--- src/rtl/riscv_ctrl_pkg.sv ---
`default_nettype none
// ============================================================================
// Module   : riscv_ctrl_pkg
// Brief    : Shared opcodes, state encoding, instruction classes and ALU-op
//            codes for the RV64-subset multi-cycle controller.
// Revision : 1.0 - initial release
// ============================================================================
package riscv_ctrl_pkg;

  localparam int OPC_WIDTH = 7;

  localparam logic [6:0] OPC_RTYPE = 7'd51;
  localparam logic [6:0] OPC_LD    = 7'd3;
  localparam logic [6:0] OPC_ADDI  = 7'd19;
  localparam logic [6:0] OPC_SD    = 7'd35;
  localparam logic [6:0] OPC_BR    = 7'd99;

  localparam logic [2:0] S_FETCH  = 3'd0;
  localparam logic [2:0] S_DECODE = 3'd1;
  localparam logic [2:0] S_EXEC   = 3'd2;
  localparam logic [2:0] S_MEM    = 3'd3;
  localparam logic [2:0] S_WB     = 3'd4;
  localparam logic [2:0] S_TRAP   = 3'd5;

  localparam logic [1:0] ALUOP_ADD   = 2'b00;
  localparam logic [1:0] ALUOP_BR    = 2'b01;
  localparam logic [1:0] ALUOP_FUNCT = 2'b10;

  typedef enum logic [2:0] {
    CLS_NOP  = 3'd0,
    CLS_R    = 3'd1,
    CLS_LD   = 3'd2,
    CLS_ADDI = 3'd3,
    CLS_SD   = 3'd4,
    CLS_BR   = 3'd5,
    CLS_ILL  = 3'd6
  } instr_cls_t;

endpackage
`default_nettype wire

--- src/rtl/opcode_class_decoder.sv ---
`default_nettype none
// ============================================================================
// Module   : opcode_class_decoder
// Brief    : Combinational opcode -> instruction class lookup.
// Revision : 1.0 - initial release
// ============================================================================
module opcode_class_decoder
  import riscv_ctrl_pkg::*;
#(
  parameter int OPC_W = OPC_WIDTH
) (
  input  logic [OPC_W-1:0] opcode,
  output instr_cls_t       cls
);

  always_comb begin
    cls = CLS_ILL;
    case (opcode)
      OPC_RTYPE: cls = CLS_R;
      OPC_LD:    cls = CLS_LD;
      OPC_ADDI:  cls = CLS_ADDI;
      OPC_SD:    cls = CLS_SD;
      OPC_BR:    cls = CLS_BR;
      default:   cls = CLS_ILL;
    endcase
  end

endmodule
`default_nettype wire

--- src/rtl/multicycle_ctrl_fsm.sv ---
`default_nettype none
// ============================================================================
// Module   : multicycle_ctrl_fsm
// Brief    : FETCH/DECODE/EXEC/MEM/WB sequencer with memory-ready stall and
//            retired-instruction counter. ILLEGAL_TRAP_EN makes illegal
//            opcodes trap instead of retiring as NOPs.
// Revision : 1.0 - initial release
// ============================================================================
module multicycle_ctrl_fsm
  import riscv_ctrl_pkg::*;
#(
  parameter int CNT_W = 32,
  parameter int OPC_W = OPC_WIDTH
) (
  input  logic             clk,
  input  logic             reset,
  input  logic [OPC_W-1:0] opcode,
  input  logic             mem_ready,
  output logic             ir_write,
  output logic             pc_write,
  output logic             branch,
  output logic             mem_read,
  output logic             mem_write,
  output logic             mem_to_reg,
  output logic             alu_src,
  output logic             reg_write,
  output logic [1:0]       alu_op,
  output logic [2:0]       state,
  output logic [CNT_W-1:0] instr_retired,
  output logic             illegal
);

  logic [2:0]       r_state;
  logic [2:0]       w_next;
  instr_cls_t       r_cls;
  instr_cls_t       w_dec_cls;
  logic [CNT_W-1:0] r_cnt;

  logic       w_ir_write, w_pc_write, w_branch, w_mem_read, w_mem_write;
  logic       w_mem_to_reg, w_alu_src, w_reg_write;
  logic [1:0] w_alu_op;

  opcode_class_decoder #(.OPC_W(OPC_W)) u_dec (
    .opcode (opcode),
    .cls    (w_dec_cls)
  );

  // The class is captured only in DECODE; later opcode changes are ignored.
  always_ff @(posedge clk) begin
    if (reset) begin
      r_state <= S_FETCH;
      r_cls   <= CLS_NOP;
      r_cnt   <= '0;
    end else begin
      r_state <= w_next;
      if (r_state == S_DECODE) r_cls <= w_dec_cls;
      if (pc_write)            r_cnt <= r_cnt + CNT_W'(1);
    end
  end

  always_comb begin
    w_next = r_state;
    case (r_state)
      S_FETCH:  w_next = S_DECODE;
      S_DECODE: begin
        if (w_dec_cls == CLS_ILL) begin
`ifdef ILLEGAL_TRAP_EN
          w_next = S_TRAP;
`else
          w_next = S_FETCH;
`endif
        end else begin
          w_next = S_EXEC;
        end
      end
      S_EXEC: begin
        case (r_cls)
          CLS_R, CLS_ADDI: w_next = S_WB;
          CLS_LD, CLS_SD:  w_next = S_MEM;
          default:         w_next = S_FETCH;
        endcase
      end
      S_MEM:    if (mem_ready) w_next = (r_cls == CLS_LD) ? S_WB : S_FETCH;
      S_WB:     w_next = S_FETCH;
`ifdef ILLEGAL_TRAP_EN
      S_TRAP:   w_next = S_TRAP;
`endif
      default:  w_next = S_FETCH;
    endcase
  end

  always_comb begin
    w_ir_write   = 1'b0;
    w_pc_write   = 1'b0;
    w_branch     = 1'b0;
    w_mem_read   = 1'b0;
    w_mem_write  = 1'b0;
    w_mem_to_reg = 1'b0;
    w_alu_src    = 1'b0;
    w_reg_write  = 1'b0;
    w_alu_op     = ALUOP_ADD;
    case (r_state)
      S_FETCH:  w_ir_write = 1'b1;
      S_DECODE: begin
`ifndef ILLEGAL_TRAP_EN
        w_pc_write = (w_dec_cls == CLS_ILL);
`endif
      end
      S_EXEC: begin
        case (r_cls)
          CLS_R:                    w_alu_op = ALUOP_FUNCT;
          CLS_ADDI, CLS_LD, CLS_SD: w_alu_src = 1'b1;
          CLS_BR: begin
            w_alu_op   = ALUOP_BR;
            w_branch   = 1'b1;
            w_pc_write = 1'b1;
          end
          default: ;
        endcase
      end
      // Request held every cycle until the memory signals completion.
      S_MEM: begin
        w_alu_src   = 1'b1;
        w_mem_read  = (r_cls == CLS_LD);
        w_mem_write = (r_cls == CLS_SD);
        w_pc_write  = (r_cls == CLS_SD) && mem_ready;
      end
      S_WB: begin
        w_reg_write  = 1'b1;
        w_pc_write   = 1'b1;
        w_mem_to_reg = (r_cls == CLS_LD);
      end
      default: ;
    endcase
  end

  assign ir_write      = w_ir_write   & ~reset;
  assign pc_write      = w_pc_write   & ~reset;
  assign branch        = w_branch     & ~reset;
  assign mem_read      = w_mem_read   & ~reset;
  assign mem_write     = w_mem_write  & ~reset;
  assign mem_to_reg    = w_mem_to_reg & ~reset;
  assign alu_src       = w_alu_src    & ~reset;
  assign reg_write     = w_reg_write  & ~reset;
  assign alu_op        = reset ? 2'b00 : w_alu_op;
  assign state         = r_state;
  assign instr_retired = r_cnt;

`ifdef ILLEGAL_TRAP_EN
  logic r_illegal;

  always_ff @(posedge clk) begin
    if (reset)
      r_illegal <= 1'b0;
    else if (r_state == S_DECODE && w_dec_cls == CLS_ILL)
      r_illegal <= 1'b1;
  end

  assign illegal = r_illegal;
`else
  assign illegal = 1'b0;
`endif

endmodule
`default_nettype wire

--- config.mk ---
export PLATFORM = sky130hd
export DESIGN_NAME = multicycle_ctrl_fsm
export DESIGN_NICKNAME = d
export VERILOG_FILES = /design/src/rtl/riscv_ctrl_pkg.sv /design/src/rtl/opcode_class_decoder.sv /design/src/rtl/multicycle_ctrl_fsm.sv
export SDC_FILE = /design/constraint.sdc
export NUM_CORES = 1
export LEC_CHECK = 0
export ABC_AREA = 1
export CORE_MARGIN = 8
export CORE_UTILIZATION = 55
export CTS_CLUSTER_SIZE = 14
export DETAILED_ROUTE_END_ITERATION = 16
export PLACE_DENSITY = 0.95
export SYNTH_ARGS = -nofsm -noshare
export SYNTH_HDL_FRONTEND = slang
export SYNTH_SLANG_ARGS = --single-unit
--- constraint.sdc ---
create_clock -name clk -period 5.2 [get_ports clk]
set_clock_uncertainty 0.1 [all_clocks]
set_input_delay 1.04 -clock clk [delete_from_list [all_inputs] [get_ports clk]]
set_output_delay 1.04 -clock clk [all_outputs]
set_load 0.05 [all_outputs]
==> qor.yml, run 1 <==
yosys:
  yosysSeqAreaShare_pct: 29.76
  synth_nets: 448
  syn_inst: 437
  synth-seq-cells: 38
  ys_warn_count: 0
  synth_edf_count: 0
  synth_area_um2: 2556
  synthArstFlopShare_pct: 0
  avgSynthCellArea_um2: 5.849
  synthDistinctLibCells: 30
  ys.flop_type: "dfxtp_1"
clock_network:
  cts_hold_buf: 0
  clkSlewWorstSetupHoldPaths_ns: 0.08
  cts_made_buffers: 5
  tritoncts: "done"
  cts-resized-gates: 0
  post_cts_buffers: 0
  clockBufferDepth: 2
  cts_sinks: 38
  insertion_delay_ns: 0.29
  h-tree-depth: 2
  cts_root_buf: "clkbuf_8"
run_status:
  status: "finished, final reports clean"
floorplanning:
  initial_core_util_pct: 55.59
  row_count: 25
  core_area_um2: 4598
  dieArea_um2: 7085
  io_pins: 56
  die_h_um: 84.18
  die_w_um: 84.18
global_route:
  grt_pass1_wl_um: 12140
  met1_usage_pct: 20.40
  grt_overflow: 0
  met3_usage_pct: 7.260
  busiest_layer: "met2"
  grt_use_met2_pct: 34.82
  antenna_found_initial: 0
  grt_pass1_vias: 2835
  grt_util_all_layers_pct: 20.04
  grt_max_degree: 43
layout:
  finish.utilization_pct: 69.44
  multiInputGateArea_um2: 1536
  regArea_um2: 760.7
  syn_to_final_growth_pct: 24.91
  fill_cells: 391
  stdcell_area_um2: 3193
  fin_nets: 498
  drive_above_1_share_pct: 5.533
  antenna_cells: 0
  mostFrequentLayoutCell: "nand2_1"
  layout_common_cells: "nand2_1, nor2_1, nand3_1, clkdlybuf4s50_1, inv_1"
setup_path:
  cp_cell_sequence: "clkdlybuf4s50_1 > nor2_1 > inv_1 > nor2_1 > clkdlybuf4s50_1"
  rr_worst_depth: 9
  cp_slowest_stage_delay_ns: 0.81
  crit_arrival_ns: 2.93
  ff2ff_setup_slack_ns: 3.02
  slowest_stage: "clkdlybuf4s50_1"
  start_kind: "input port"
  endpoint_kind: "primary output"
  worstSetupPathType: "input port to primary output"
  r2r_end: "instr_retired[20]"
  critPathRequiredTime_ns: 4.06
  crit-reg2reg-launch: "state[2]"
  path_max_fanout: 11
sta:
  clock.fmax_mhz: 245.8
  hold_viol: 0
  tightest_slew_ns: 0.5449
  rsz0062_at_grt: "no"
  max-slew-margin-rel_pct: 63.56
  period_share_pct: 78.24
  slew_violations: 0
  setup_ws_ns: 1.131
  setup_viol: 0
  tns_ns: 0
  period_needed_ns: 4.069
placement:
  dp_hpwl_um: 5282
  placed_area_um2: 3102
  routabilityCongestion: 0.9351
  port_buffers: 54
  dp_slack_ns: 1.147
hold_path:
  holdPathEnd: "instr_retired[31]"
  hold_path.class: "register to register"
  hold_depth: 2
  holdCritStartpoint: "instr_retired[31]"
drt:
  antenna_left: 0
  drcViolationCount: 0
  drtPass1Iterations: 9
  wirelength_um: 7241
  via_count: 3053
  via_per_inst: 5.633
  wl_per_cell_um: 13.36
  drt_iter0_drc: 332
power:
  ir_worst_vdd_v: 0.0001207
  power.leakage_nw: 1.115
  p_per_area_nw_per_um2: 183.1
run:
  drv_cap: 0
sequential cells by signal (all words and copies together) (netlist names):
register,cells
state,3
r_cls,3
instr_retired,32
report_power, final:
group | internal [mW] | switching [mW] | leakage (nW) | total (mW)
sequential | 0.295 | 0.00543 | 0.307 | 0.300
clock | 0.107 | 0.106 | 0.0482 | 0.213
combinational | 0.0222 | 0.0496 | 0.760 | 0.0717
area by class of cell:
type                       count  share of cell area (%)
multi-input combinational    338                   48.12
sequential                    38                   23.82
timing repair buffer          57                   17.55
inverter                      47                   5.525
clock buffer                   7                   2.704
tap                           54                   2.116
clock inverter                 1                  0.1567
cells by family after synthesis:
group,synth area share [%]
compound gates,8.370
simple gates,49.05
xor+xnor,2.056
other cells,0.1467
buf+inv,10.13
flops,29.76
fa+ha+maj,0.4894
synthesized netlist by cell type, types with 3 or more instances:
master	number	area [µm²]
o21ai_0	7	35.03
nand4_1	4	25.02
buf_4	6	45.04
nand3_2	3	30.03
nand3b_1	3	22.52
nand3_1	55	275.3
clkbuf_1	7	26.28
nor2_1	74	277.8
nor2_2	3	18.77
nand2_1	136	510.5
nor3_1	5	25.02
inv_2	5	18.77
a21oi_1	29	145.1
dfxtp_1	38	760.7
xnor2_1	4	35.03
inv_1	41	153.9
critical path: cells and delay by family:
kind / cells / cell delay, ns
simple gates: 2 / 0.36
buf+inv: 3 / 1.53
routing by layer:
layer  vias to the layer above  routed length, µm
met2                       163               3532
met3                        35                649
li1                       1488                  -
met1                      1367               2809
met5                         -                  0
met4                         0                249
per-stage QoR:
step / std cells / hold slack [ns] / total power [mW]
6_report: 542 / 0.4296 / 0.5845
2_1_floorplan: 437 / 0.3951 / 0.3592
3_3_place_gp: 534 / 0.3890 / 0.3758
4_1_cts: 542 / 0.4225 / 0.5858
5_1_grt: 542 / 0.4371 / 0.6078
3_5_place_dp: 534 / 0.4084 / 0.3774
worst max-delay path by stage:
stage | start | end | slack, ns | cells after the start
after detailed placement | reset | ir_write | 1.15 | 5
after global routing | reset | ir_write | 1.04 | 5
final | reset | ir_write | 1.13 | 5
after floorplan | reset | mem_write | 1.58 | 3
after global placement | reset | ir_write | 1.19 | 5
after CTS | reset | ir_write | 1.15 | 5
Power figures use the tool's default switching activity.
==> run 2: changes to the inputs <==
- CORE_UTILIZATION: 55 -> 46
- PLACE_DENSITY: 0.95 -> 0.89
- clock period: 5.2 -> 3.6 ns (I/O delays scaled with it)
==> run 2 against run 1 <==
Sequential power rose by 45%. Final area rose by 3.8%. Die area rose by 16%. Sequential cell count did not move. Final cell count rose by 3.5%. Register-to-register slack got worse by 1.5 ns. Critical path depth did not move. Setup slack got worse by 0.42 ns. Non-clock buffer count rose by 1. Combinational power rose by 52%. Clock power rose by 45%.
==> qor.yml, run 2 (synthesized netlist as in run 1, its figures left out) <==
setup_path:
  endpoint_kind: "primary output"
  critPathRequiredTime_ns: 2.78  # -1.28 ns
  ff2ff_setup_slack_ns: 1.52  # -1.50 ns
  path_max_fanout: 12  # +1
  crit_arrival_ns: 2.07  # -0.86 ns
  crit-reg2reg-launch: "instr_retired[0]"
  r2r_end: "instr_retired[30]"
  worstSetupPathType: "input port to primary output"
  start_kind: "input port"
  rr_worst_depth: 10  # +1
floorplanning:
  dieArea_um2: 8198  # +16%
  io_pins: 56  # unchanged
  core_area_um2: 5439  # +18%
  die_h_um: 90.55  # +7.6%
  initial_core_util_pct: 47.00  # -8.6 points
  die_w_um: 90.55  # +7.6%
  row_count: 27  # +8.0%
sta:
  hold_viol: 0  # unchanged
  period_needed_ns: 2.886
  clock.fmax_mhz: 346.5
  rsz0062_at_grt: "no"
  tightest_slew_ns: 0.5335  # -0.01139 ns
  tns_ns: 0  # unchanged
  slew_violations: 0  # unchanged
  period_share_pct: 80.16
  setup_viol: 0  # unchanged
  holdWs_ns: 0.4049  # -0.02474 ns
  max-slew-margin-rel_pct: 64.32  # +0.76 points
hold_path:
  hold_path.class: "register to register"
  hold_depth: 2  # unchanged
  holdPathEnd: "instr_retired[31]"
  holdCritStartpoint: "instr_retired[31]"
drt:
  drcViolationCount: 0  # unchanged
  drtPass1Iterations: 5  # -4
  via_per_inst: 5.349  # -5.0%
  drt_iter0_drc: 324  # -2.4%
  wl_per_cell_um: 13.32  # -0.32%
  via_count: 3001  # -1.7%
  antenna_left: 0  # unchanged
  wirelength_um: 7471  # +3.2%
run:
  drv_cap: 0  # unchanged
placement:
  dpl.cell_count: 553  # +3.6%
  dp_hpwl_um: 5711  # +8.1%
  routabilityCongestion: 0.9071  # -3.0%
  port_buffers: 54  # unchanged
run_status:
  status: "finished, final reports clean"
layout:
  layout_common_cells: "nand2_1, nor2_1, nand3_1, clkdlybuf4s50_1, inv_1"
  fin_nets: 499  # +0.20%
  mostFrequentLayoutCell: "nand2_1"
  finish.utilization_pct: 60.92  # -8.5 points
  finalNonFillerCells: 561  # +3.5%
  antenna_cells: 0  # unchanged
  fill_cells: 496  # +27%
  multiInputGateArea_um2: 1536  # unchanged
  syn_to_final_growth_pct: 29.61
  drive_above_1_share_pct: 7.566  # +2.0 points
  largest_reg_flops: 32  # unchanged
  regArea_um2: 760.7  # unchanged
clock_network:
  tritoncts: "done"
  post_cts_buffers: 0  # unchanged
  cts-resized-gates: 0  # unchanged
  cts_made_buffers: 5  # unchanged
  cts_hold_buf: 0  # unchanged
  cts_root_buf: "clkbuf_8"
  cts_sinks: 38  # unchanged
  clockBufferDepth: 2  # unchanged
  clkSlewWorstSetupHoldPaths_ns: 0.08  # about the same
  insertion_delay_ns: 0.29  # about the same
  h-tree-depth: 2  # unchanged
power:
  power.leakage_nw: 1.164  # +4.3%
  p_per_area_nw_per_um2: 256.7  # +40%
  ir_worst_vdd_v: 0.0001804  # +49%
global_route:
  grt_pass1_wl_um: 12840  # +5.8%
  grt_max_degree: 42  # -2.3%
  grt_util_all_layers_pct: 18.43  # -1.6 points
  grt_pass1_vias: 2945  # +3.9%
  grt_overflow: 0  # unchanged
  antenna_found_initial: 0  # unchanged
[run 2: cell count changes in the layout (fill, tap and decap cells not counted), sizes merged]
cell           previous run  this run
buf                       4        14
clkdlybuf4s50            53        44
[run 2: critical path, cell delays in order]
cell             delay [ns]
clkdlybuf4s50_1        0.63
nor2_1                 0.26
inv_1                  0.10
nor2_1                 0.19
buf_12                 0.17
[run 2: area by class of cell]
type	instances	share of cell area, %
clock inverters	1	0.1511
flip-flops and latches	38	22.96
repair buffers	58	19.86
inverters	47	5.325
multi-input cells	338	46.37
well taps	72	2.719
clock buffers	7	2.606
[run 2: worst max path at each step]
stage / start / end / slack (ns) / cells after the start
after floorplan: state[1] / alu_op[1] / 0.59 / 4
after global routing: reset / ir_write / 0.59 / 5
after CTS: reset / ir_write / 0.68 / 5
final: reset / ir_write / 0.71 / 5
after global placement: reset / ir_write / 0.74 / 5
after detailed placement: reset / ir_write / 0.68 / 5
[run 2: report_power, final]
group	internal, mW	switching [mW]
clock	0.155	0.153
sequential	0.425	0.00807
combinational	0.0352	0.0740
total	0.615	0.235
[run 2: per-layer routing]
layer	routed length [µm]	vias to the layer above	GRT usage, %
li1	-	1491	-
met1	2930	1381	18.91
met2	3696	108	32.64
met3	665	21	6.983
met4	178	0	7.767
met5	0	-	0
[run 2: metrics by stage]
stage / instance area, µm² / setup WS (ns) / power [mW]
after global placement: 3222 / 0.7412 / 0.5480
after floorplan: 2556 / 0.5945 / 0.5188
after detailed placement: 3222 / 0.6804 / 0.5517
final: 3313 / 0.7143 / 0.8506
after global routing: 3313 / 0.5866 / 0.8853
after CTS: 3313 / 0.6841 / 0.8529
==> run 3: changes to the inputs <==
- CORE_UTILIZATION: 46 -> 51
- PLACE_DENSITY: 0.89 -> 0.92
- clock period: 3.6 -> 2.8 ns (I/O delays scaled with it)
==> run 3 against run 2 <==
Highest routed layer unchanged. Register-to-register slack worse by 0.82 ns. Count of clock-buffer cells in the layout down 1. Clock power up 31%. Non-clock buffer count unchanged. Routed wire length about the same. Final area about the same. Largest cell class unchanged. Sequential power up 29%. Largest power group unchanged. Critical path type unchanged. Final cell count down 0.89%. Power up 29%. Sequential share of layout area about the same.
==> qor.yml, run 3 (synthesized netlist as in run 1, its figures left out) <==
global_route:
  grt_pass1_vias: 3042  # +3.3%
  grt_max_degree: 42  # unchanged
  grt_overflow: 0  # unchanged
  antenna_found_initial: 0  # unchanged
  grt_util_all_layers_pct: 20.23  # +1.8 points
  grt_pass1_wl_um: 12580  # -2.0%
power:
  ir_worst_vdd_v: 0.0003003  # +66%
  power.total_mw: 1.101  # +29%
  p_sw_share_pct: 28.24  # +0.57 points
  clock_power_share_pct: 36.7  # +0.5 points
  p_int_mw: 0.7903  # +28%
  seqPwrFrac_pct: 50.7  # -0.3 points
  p_switching_mw: 0.3110  # +32%
  power.leakage_nw: 1.165  # about the same
  p_per_area_nw_per_um2: 332.2  # +29%
  power_frac_comb_pct: 12.6  # -0.2 points
clock_network:
  clkSlewWorstSetupHoldPaths_ns: 0.09  # about the same
  insertion_delay_ns: 0.30  # about the same
  cts_sinks: 38  # unchanged
  cts-resized-gates: 0  # unchanged
  clockBufferDepth: 2  # unchanged
  h-tree-depth: 2  # unchanged
  cts_hold_buf: 0  # unchanged
  post_cts_buffers: 0  # unchanged
  tritoncts: "done"
  cts_made_buffers: 5  # unchanged
  cts_root_buf: "clkbuf_8"
layout:
  fin_nets: 499  # unchanged
  antenna_cells: 0  # unchanged
  drive_above_1_share_pct: 7.975  # +0.41 points
  largest_reg_flops: 32  # unchanged
  syn_to_final_growth_pct: 29.71  # about the same
  finish.utilization_pct: 69.28  # +8.4 points
  layout_common_cells: "nand2_1, nor2_1, nand3_1, clkdlybuf4s50_1, inv_1"
  mostFrequentLayoutCell: "nand2_1"
setup_path:
  ff2ff_setup_slack_ns: 0.70  # -0.82 ns
  worstSetupPathType: "input port to primary output"
  start_kind: "input port"
  path_max_fanout: 12  # unchanged
  cpLargestDelayFamily: "buffers and inverters"
  cp_slowest_stage_delay_ns: 0.61  # -0.02 ns
  crit_arrival_ns: 1.92  # -0.15 ns
  critPathRequiredTime_ns: 2.14  # -0.64 ns
  crit_top_cell: "nor2_1"
  slowest_stage: "clkdlybuf4s50_1"
  endpoint_kind: "primary output"
  cp_cell_sequence: "clkdlybuf4s50_1 > nor2_1 > inv_1 > nor2_1 > buf_12"
  crit_buf_inv: 3  # unchanged
run:
  drv_cap: 0  # unchanged
floorplanning:
  die_h_um: 86.80  # -4.1%
  initial_core_util_pct: 53.41  # +6.4 points
  core_area_um2: 4786  # -12%
  dieArea_um2: 7533  # -8.1%
  io_pins: 56  # unchanged
  row_count: 25  # -7.4%
  die_w_um: 86.80  # -4.1%
drt:
  wl_per_cell_um: 13.45  # +0.98%
  drcViolationCount: 0  # unchanged
  drtPass1Iterations: 5  # unchanged
  wirelength_um: 7477  # about the same
  via_per_inst: 5.475  # +2.3%
  drt_iter0_drc: 325  # +0.31%
  antenna_left: 0  # unchanged
  via_count: 3044  # +1.4%
placement:
  port_buffers: 54  # unchanged
  routabilityCongestion: 0.9144  # +0.80%
  dp_slack_ns: 0.2307  # -0.4497 ns
  dp_hpwl_um: 5612  # -1.7%
hold_path:
  hold_path.class: "register to register"
sta:
  holdWs_ns: 0.4275  # +0.02265 ns
  tightest_slew_ns: 0.5291  # -0.004346 ns
  tns_ns: 0  # unchanged
  hold_viol: 0  # unchanged
  max-slew-margin-rel_pct: 64.61  # +0.29 points
  setup_ws_ns: 0.2202  # -0.4941 ns
  setup_viol: 0  # unchanged
  period_needed_ns: 2.580
  slew_violations: 0  # unchanged
  period_share_pct: 92.13
  clock.fmax_mhz: 387.6
  rsz0062_at_grt: "no"
run_status:
  status: "finished, final reports clean"
run 3: power by group through the flow:
stage,registers (mW),logic (mW),clock network [mW]
finish,0.558,0.139,0.404
global route,0.559,0.150,0.429
CTS,0.558,0.138,0.406
detailed placement,0.571,0.138,0
global placement,0.570,0.135,0
floorplan,0.583,0.0844,0
run 3: through the flow:
stage / std cells / cell area [µm²]
CTS: 556 / 3316
global placement: 548 / 3221
finish: 556 / 3316
detailed placement: 548 / 3221
global route: 556 / 3316
floorplan: 437 / 2561
run 3: path summary, 6_finish.rpt:
kind,from,endpoint,cells past startpoint
setup / recovery,reset,ir_write,5
hold / removal,instr_retired[31],instr_retired[31],2
setup reg to reg,instr_retired[0],instr_retired[30],10
hold reg to reg,instr_retired[31],instr_retired[31],2
run 3: area by class of cell:
| type | instances | area (µm²) |
|---|---|---|
| multi-input cells | 338 | 1541 |
| well taps | 67 | 83.83 |
| inverters | 47 | 176.4 |
| clock buffers | 6 | 82.58 |
| fillers | 425 | 1470 |
| clock inverters | 2 | 12.51 |
| flip-flops and latches | 38 | 760.7 |
| repair buffers | 58 | 658.1 |
run 3: routing by layer:
layer	wire length, µm	track usage (%)	vias up
met5	0	0	-
met4	153	8.920	0
met3	583	6.049	20
met2	3728	36.36	128
met1	3011	21.16	1410
li1	-	-	1486
run 3: worst reg2reg max path: stages, from the launching register on:
cell and delay (ns):
dfxtp_1 0.42, ha_1 0.31, nand3_1 0.19, inv_2 0.18, nand2_1 0.18, nor2_4 0.21, nand3_1 0.09, nor2_1 0.13
nand3_1 0.08, nand2_1 0.07, nor2_1 0.04
